--- config.mk ---
export PLATFORM = sky130hd
export DESIGN_NAME = count_trend_monitor
export DESIGN_NICKNAME = d
export VERILOG_FILES = /design/src/rtl/count_trend_monitor.sv
export SDC_FILE = /design/constraint.sdc
export NUM_CORES = 1
export LEC_CHECK = 0
export BUFFER_PORTS_ARGS = -buffer_cell sky130_fd_sc_hd__buf_4
export CORE_ASPECT_RATIO = 1.1
export CORE_MARGIN = 5
export CORE_UTILIZATION = 51
export CTS_CLUSTER_DIAMETER = 50
export CTS_CLUSTER_SIZE = 14
export DETAILED_ROUTE_END_ITERATION = 10
export PLACE_DENSITY = 0.75
export REMOVE_ABC_BUFFERS = 1
export SLEW_MARGIN = 20
export SYNTH_ARGS = -nofsm -noshare
export SYNTH_HDL_FRONTEND = slang
export SYNTH_SLANG_ARGS = --single-unit
--- constraint.sdc ---
create_clock -name CLOCK -period 2 [get_ports CLOCK]
set_input_delay 0.4 -clock CLOCK [delete_from_list [all_inputs] [get_ports CLOCK]]
set_output_delay 0.4 -clock CLOCK [all_outputs]
set_load 0.05 [all_outputs]
--- src/rtl/count_trend_monitor.sv ---
// rtl/count_trend_monitor.sv - step classifier and statistics for an observed up/down/hold counter
//
// Optional build macro: COUNT_TREND_DIRCHG_EN (adds dir_change output)
//
// Ports:
//   CLOCK      in   system clock, rising edge
//   Reset      in   synchronous active-high reset
//   count      in   WIDTH  observed counter value
//   Clear      in   synchronous clear of max/min/jump_cnt/hold run/stall
//   direction  out  2      00 none/jump, 01 up, 10 down, 11 hold
//   wrap_up    out  1      pulse on all-ones -> 0
//   wrap_dn    out  1      pulse on 0 -> all-ones
//   jump       out  1      pulse on any illegal step
//   jump_cnt   out  JCNT_W saturating jump count
//   max_seen   out  WIDTH  largest sample since reset/Clear
//   min_seen   out  WIDTH  smallest sample since reset/Clear
//   stall      out  1      high while hold run >= STALL_LIMIT
//   dir_change out  1      (macro only) pulse when move direction reverses
module count_trend_monitor #(
    parameter int WIDTH       = 5,
    parameter int STALL_LIMIT = 8,
    parameter int JCNT_W      = 8
) (
    input  logic              CLOCK,
    input  logic              Reset,
    input  logic [WIDTH-1:0]  count,
    input  logic              Clear,
    output logic [1:0]        direction,
    output logic              wrap_up,
    output logic              wrap_dn,
    output logic              jump,
    output logic [JCNT_W-1:0] jump_cnt,
    output logic [WIDTH-1:0]  max_seen,
    output logic [WIDTH-1:0]  min_seen,
    output logic              stall
`ifdef COUNT_TREND_DIRCHG_EN
    ,
    output logic              dir_change
`endif
);

    typedef enum logic {
        INIT  = 1'b0,
        TRACK = 1'b1
    } state_t;

    localparam logic [1:0]       DIR_NONE = 2'b00;
    localparam logic [1:0]       DIR_UP   = 2'b01;
    localparam logic [1:0]       DIR_DN   = 2'b10;
    localparam logic [1:0]       DIR_HOLD = 2'b11;
    localparam logic [WIDTH-1:0] ONES     = '1;
    localparam logic [WIDTH-1:0] ZERO     = '0;
    localparam logic [7:0]       STALL_LIM8 = 8'(STALL_LIMIT);

    state_t             state, state_nxt;
    logic [WIDTH-1:0]   prev, prev_nxt;
    logic [1:0]         dir_nxt;
    logic               wrap_up_nxt, wrap_dn_nxt, jump_nxt, stall_nxt;
    logic [JCNT_W-1:0]  jcnt_nxt;
    logic [WIDTH-1:0]   max_nxt, min_nxt;
    logic [7:0]         hold_run, run_nxt, run_inc;
`ifdef COUNT_TREND_DIRCHG_EN
    logic [1:0]         last_dir, last_dir_nxt;
    logic               dchg_nxt;
`endif

    // Hold run saturates at 255 so a long stall never wraps back below the limit.
    assign run_inc = (hold_run == 8'hFF) ? hold_run : hold_run + 8'd1;

    always_comb begin
        state_nxt   = state;
        prev_nxt    = prev;
        dir_nxt     = direction;
        wrap_up_nxt = 1'b0;
        wrap_dn_nxt = 1'b0;
        jump_nxt    = 1'b0;
        jcnt_nxt    = jump_cnt;
        max_nxt     = max_seen;
        min_nxt     = min_seen;
        run_nxt     = hold_run;
        stall_nxt   = stall;
`ifdef COUNT_TREND_DIRCHG_EN
        last_dir_nxt = last_dir;
        dchg_nxt     = 1'b0;
`endif

        case (state)
            INIT: begin
                prev_nxt  = count;
                max_nxt   = count;
                min_nxt   = count;
                dir_nxt   = DIR_NONE;
                state_nxt = TRACK;
            end
            default: begin
                prev_nxt = count;
                if (count > max_seen) max_nxt = count;
                if (count < min_seen) min_nxt = count;

                if (count == prev) begin
                    dir_nxt   = DIR_HOLD;
                    run_nxt   = run_inc;
                    stall_nxt = (run_inc >= STALL_LIM8);
                end else begin
                    run_nxt   = 8'd0;
                    stall_nxt = 1'b0;
                    // Wraps are tested before +1/-1 so they raise their own pulse.
                    if (prev == ONES && count == ZERO) begin
                        wrap_up_nxt = 1'b1;
                        dir_nxt     = DIR_UP;
                    end else if (prev == ZERO && count == ONES) begin
                        wrap_dn_nxt = 1'b1;
                        dir_nxt     = DIR_DN;
                    end else if (count == prev + WIDTH'(1)) begin
                        dir_nxt = DIR_UP;
                    end else if (count == prev - WIDTH'(1)) begin
                        dir_nxt = DIR_DN;
                    end else begin
                        jump_nxt = 1'b1;
                        dir_nxt  = DIR_NONE;
                        if (jump_cnt != '1) jcnt_nxt = jump_cnt + JCNT_W'(1);
                    end
                end
            end
        endcase

`ifdef COUNT_TREND_DIRCHG_EN
        // Only real moves (including wraps) update last_dir; holds and jumps leave it.
        if (state == TRACK && (dir_nxt == DIR_UP || dir_nxt == DIR_DN)) begin
            dchg_nxt     = (last_dir != DIR_NONE) && (last_dir != dir_nxt);
            last_dir_nxt = dir_nxt;
        end
`endif

        // Clear overrides statistics but leaves classification and prev alone.
        if (Clear) begin
            max_nxt   = count;
            min_nxt   = count;
            jcnt_nxt  = '0;
            run_nxt   = 8'd0;
            stall_nxt = 1'b0;
        end
    end

    always_ff @(posedge CLOCK) begin
        if (Reset) begin
            state     <= INIT;
            prev      <= '0;
            direction <= DIR_NONE;
            wrap_up   <= 1'b0;
            wrap_dn   <= 1'b0;
            jump      <= 1'b0;
            jump_cnt  <= '0;
            max_seen  <= '0;
            min_seen  <= '0;
            hold_run  <= 8'd0;
            stall     <= 1'b0;
`ifdef COUNT_TREND_DIRCHG_EN
            last_dir   <= DIR_NONE;
            dir_change <= 1'b0;
`endif
        end else begin
            state     <= state_nxt;
            prev      <= prev_nxt;
            direction <= dir_nxt;
            wrap_up   <= wrap_up_nxt;
            wrap_dn   <= wrap_dn_nxt;
            jump      <= jump_nxt;
            jump_cnt  <= jcnt_nxt;
            max_seen  <= max_nxt;
            min_seen  <= min_nxt;
            hold_run  <= run_nxt;
            stall     <= stall_nxt;
`ifdef COUNT_TREND_DIRCHG_EN
            last_dir   <= last_dir_nxt;
            dir_change <= dchg_nxt;
`endif
        end
    end

endmodule

# Word-level counts from Yosys, hierarchy flattened
# Cells that the tools add are included.
[classes]
bitwise = 6
mux = 18
eq_ne = 9
multipliers = 0
magnitude_cmp = 3
n_addsub = 4
n_div = 0
n_shift = 0
n_reduce_logical = 10
[op_table]
columns = ["operator", "n"]
rows = [
  ["5-bit two-way mux", 6],
  ["8-bit by 1-bit adder with 8-bit output (second input constant)", 2],
  ["8-bit two-way mux", 2],
  ["5-bit equality test", 3],
  ["5-bit equality test (second input constant)", 2],
  ["5-bit logical NOT", 2],
  ["2-bit two-way mux", 5],
  ["8-bit equality test (second input constant)", 1],
  ["8-bit by 4-bit >= comparator with 1-bit output (second input constant)", 1],
  ["8-bit inequality test (second input constant)", 1],
  ["7-bit AND reduction", 1],
  ["3-bit by 2-bit inequality test with 1-bit output (second input constant)", 2],
  ["1-bit NOT", 6],
  ["6-bit OR reduction", 1],
  ["5-bit by 1-bit adder with 5-bit output (second input constant)", 1],
  ["5-bit greater-than comparator", 1],
  ["5-bit < comparator", 1],
  ["1-bit two-way mux", 5],
  ["5-bit by 1-bit subtractor with 5-bit output (second input constant)", 1],
  ["2-bit OR reduction", 2],
  ["4-bit OR reduction", 1],
  ["3-bit OR reduction", 1],
  ["1-bit logical AND", 2],
]
[totals]
elab_cells = 61
output_inout_bits = 24
in_bits = 8
memories = 0
register_bits = 38
latchBits = 0
rom_bits = 0
ram_bits = 0

# Longest topological paths before layout
[depth]
ltp_word = 7
depth_mapped = 9
depth_no_buf = 8

# Worst setup path after synthesis
# No wires, ideal clock.
[synth_timing]
path_kind = "register -> register"
from = "reg max_seen[1]"
to = "reg max_seen[0]"
arrival_time_ns = 2.202
synth_period_minus_slack_ns = 2.322
setup_time_ns = 0.121
slack_ns = -0.322
path_stages_with_launch = 9
path_buffers = 0
required_time_ns = 1.879
path_cell_list = "dfxtp_1 inv_1 ha_1 nor2b_1 o21a_1 o21ai_0 nand2b_1 a31oi_1 mux2_2"
[synth_via]
elab_chain_len = 2
[synth_rtl]
columns = ["element", "line_no", "rtl"]
rows = [
  ["start, declared", "33", "output logic [WIDTH-1:0] max_seen,"],
  ["start signal, assigned", "170", "max_seen <= max_nxt;"],
  ["5-bit greater-than comparator", "97", "if (count > max_seen) max_nxt = count;"],
  ["3-bit by 2-bit inequality test with 1-bit output (no line)", "n/a", ""],
]
# No other way between the ends.
# A chain may end at the register's enable or synchronous reset.

# Worst setup path in the final report
[layout_timing]
from = "reg prev[0]"
to = "reg jump_cnt[6]"
[layout_via]
elab_chain_len = 4
elab_cells_between_ends = 15
classes_between = "2 x add/sub; 4 x eq/ne; 5 x bitwise; 4 x reduce/logical"
[layout_rtl]
columns = ["element", "line_no", "rtl"]
rows = [
  ["start, declared", "56", "logic [WIDTH-1:0] prev, prev_nxt;"],
  ["start signal, assigned", "164", "prev <= prev_nxt;"],
  ["5-bit by 1-bit subtractor with 5-bit output (tied with other cells)", "116", "end else if (count == prev - WIDTH'(1)) begin"],
  ["5-bit equality test (tied with other cells)", "116", ""],
  ["1-bit NOT (no line)", "n/a", ""],
  ["7-bit AND reduction (no line) *", "n/a", ""],
  ["end signal, assigned", "169", "jump_cnt <= jcnt_nxt;"],
  ["end, declared", "32", "output logic [JCNT_W-1:0] jump_cnt,"],
]
# Every way passes the cells marked *; elsewhere a longest branch is shown, timed or not.

==> results.toml <==
[run_status]
outcome = "finished with violations"
violations = "negative setup slack"

[critical_path]
cp-start-kind = "flip-flop"
crit_required_ps = 2230
critPathBufInv = 2
crit_slowest_cell = "o311ai_4"
crit_fanout = 5
crit_path_frequent_cell = "ha_4"
critical_path_class = "reg -> reg"
slowest_delay_ps = 360
cp_top_family = "compound AO/OA/AOI/OAI gates"
crit_chain = "ha_4, and3_4, ha_4, xnor2_2, nand3b_1, o311ai_4, buf_6, buf_16, o21ai_2, a21oi_1"
arrival_ps = 2340
end_kind = "flip-flop"

[sta]
fin_setup_tns_ps = -658
finalCriticalPeriod_ps = 2100
rsz0062_at_grt = "yes"
fin_crit_sh = 1.05
fmax_ghz = 0.475
drv_slew = 0
slew_headroom = 0.618
fin_skew_ps = 8.23
tightestPinTransition_ps = 570
hold_violations = 0
fin_ws_ps = -104
setup_viol = 10

[drt]
via_count = 2048
drt_wl_total_um = 5700
maxUsedRoutingLayer = "met4"
dr.pass1.iters = 4
wl_met2_um = 2900
ant_nets = 0
drt_iter0_markers = 209
via_per_inst = 5.69
wl_met3_um = 277
drt-wirelength-per-cell_um = 15.8
drc = 0
wl_met1_um = 2340

[clock_tree]
clk_path_buf_depth = 2
cts-root-buf = "clkbuf_8"
h-tree-depth = 2
cts_made_buffers = 5
cts_tree = "yes"
clk_pin_slew_ps = 80
numClockSinks = 38
clk_latency_ps = 300

[placed_design]
port_buffers = 31
placed_area_um2 = 2610
hpwlAfterDp_um = 3670
post-place-ws_ps = -132
gp_congestion = 0.890

[layout]
fill_cells = 330
drive_gt1_frac = 0.334
finalInstanceArea_um2 = 2920
antenna_cells = 0
nets = 329
area_growth_pct = 36.0

[global_routing]
antenna_found_initial = 0
grt_pass1_wl_um = 9560
grt_pass1_vias = 2073
grt.total_usage = 0.214
grt_overflow = 0
grt_max_degree = 19

[synth]
synth_xor_area_frac = 0.0565
synth_top_family_by_area = "simple AND/OR/NAND/NOR gates"
syn_area_um2 = 2150
ys_warn_count = 0
synth_seq_cells = 38
synth_top_area_cell = "dfxtp_1"
avgSynthCellArea_um2 = 8.70
ys_types = 51
synth.mux.area_fraction = 0.0588
synth_ff_type = "dfxtp_1"
syn_inst = 247
synth_adder_area_share = 0.0815
synth_top_area_share = 0.354
synthSimpleGateAreaFrac = 0.225
synth_area_leaders = "dfxtp_1 35%, ha_1 8.1%, nor2_1 4.2%"
synth_edf_count = 0
synth-compound-area-share = 0.177
yosysSeqAreaShare = 0.354
synthArstFlopShare = 0

[pwr]
p_sw_frac = 0.300
power.switching_w = 0.000536
p_leak_nw = 1.19
power_frac_clock = 0.309
seq_power_share = 0.450
ir_drop_mv = 0.316
power_w = 0.00179
combPwrFrac = 0.240
p_int_w = 0.00125
powerDensity_nw_per_um2 = 611

[die]
core-area_um2 = 4020
die_x_um = 71.9
dieHeight_um = 78.1
start_util = 0.534
fp-row-count = 24
die_area_um2 = 5610
io_pins = 32

[run]
cap_viol_max_count = 0

[min_path]
hold_class = "in -> reg"
-- stage by stage --
step                      utilization  std cells  hold slack (ps)
after floorplan                     -        237              472
after global placement          0.647        346              490
after detailed placement        0.647        346              518
after CTS                       0.716        359              388
after global routing            0.726        360              394
final                           0.726        360              390
-- registers in the layout, indices dropped and copies added (netlist names) --
signal / flops
hold_run: 8
jump_cnt: 8
max_seen: 5
min_seen: 5
prev: 5
direction: 2
jump: 1
stall: 1
state: 1
wrap_dn: 1
wrap_up: 1
-- path summary, 6_finish.rpt --
| path | startpoint | to | slack [ps] | cells past startpoint |
|---|---|---|---|---|
| worst max register to register | prev[0]$_SDFF_PP0_ | jump_cnt[6]$_SDFFE_PP0P_ | -100 | 10 |
| worst min-delay path | count[4] | min_seen[4]$_SDFFE_PP0P_ | 390 | 3 |
| worst max-delay path | prev[0]$_SDFF_PP0_ | jump_cnt[6]$_SDFFE_PP0P_ | -100 | 10 |
| worst min register to register | jump_cnt[5]$_SDFFE_PP0P_ | jump_cnt[5]$_SDFFE_PP0P_ | 520 | 2 |
-- cells in the final DEF, fill, tap and decap left out, types with 4 or more instances in the layout --
cell	instances
buf_6	4
dfxtp_2	4
clkbuf_8	6
nor2_1	23
mux2i_1	7
buf_4	55
ha_1	10
inv_1	13
dfxtp_1	34
xor2_1	7
or3_1	6
nor3_1	5
nand2_1	16
nand3_1	11
nor2b_1	8
a21oi_1	9
ha_4	4
o21ai_0	8
o21ai_1	4
mux2_2	5
o211ai_1	6
-- routing by layer --
layer	track usage	up-vias
met3	0.0421	19
li1	-	1010
met4	0.118	0
met2	0.370	61
met5	0	-
met1	0.243	958
-- power by group through the flow --
stage	logic (W)	registers (W)	clock network (W)
2_1_floorplan	0.000156	0.000886	0
4_1_cts	0.000414	0.000803	0.000561
6_report	0.000429	0.000804	0.000553
5_1_grt	0.000462	0.000808	0.000598
3_3_place_gp	0.000360	0.000816	0
3_5_place_dp	0.000368	0.000817	0
-- worst min-delay path, stage by stage --
cell and delay (ps):
buf_4 110, mux2i_1 70, nor2_1 70
-- cells in the mapped netlist, drive strengths merged, types with 2 or more instances --
master   count
mux2i        7
a21oi       11
nor4         5
nand2       16
nor3         5
and3         4
xnor2        4
a211oi       4
nor2b        8
buf          3
xor2         9
or3          6
nor2        24
o21ai       15
o31ai        2
o2111ai      3
mux2         5
nand2b       2
clkbuf       7
a31oi        2
nand3       11
o211ai       6
a22oi        2
ha          14
nand3b       2
dfxtp       38
inv         14
and2         2
-- cell type report --
cell class                      count  area, um^2  share of cell area
Tap cell                           52        65.1              0.0223
Timing Repair Buffer               63         561               0.192
Clock inverter                      1        5.00             0.00171
Sequential cell                    38         766               0.262
Inverter                           14        52.6              0.0180
Clock buffer                        7        86.3              0.0295
Multi-Input combinational cell    185        1390               0.475
-- what timing repair did --
item / in CTS / in global routing
resized for setup: 21 / 9
hold endpoints to repair: 0 / 0
setup buffers: 2 / 1
hold buffers: 0 / 0
endpoints found under the setup margin: 9 / 18
pin swaps: 5 / 2
gates cloned: 3 / 0
-- logic make-up (layout without fill, tap and decap cells) --
group,after synthesis,after routing
compound gates,54,54
xor+xnor,13,13
fa+ha+maj,14,14
buf+inv,24,85
flops,38,38
mux,12,12
simple gates,92,92
Note: power is estimated with default switching activity, not from simulation.
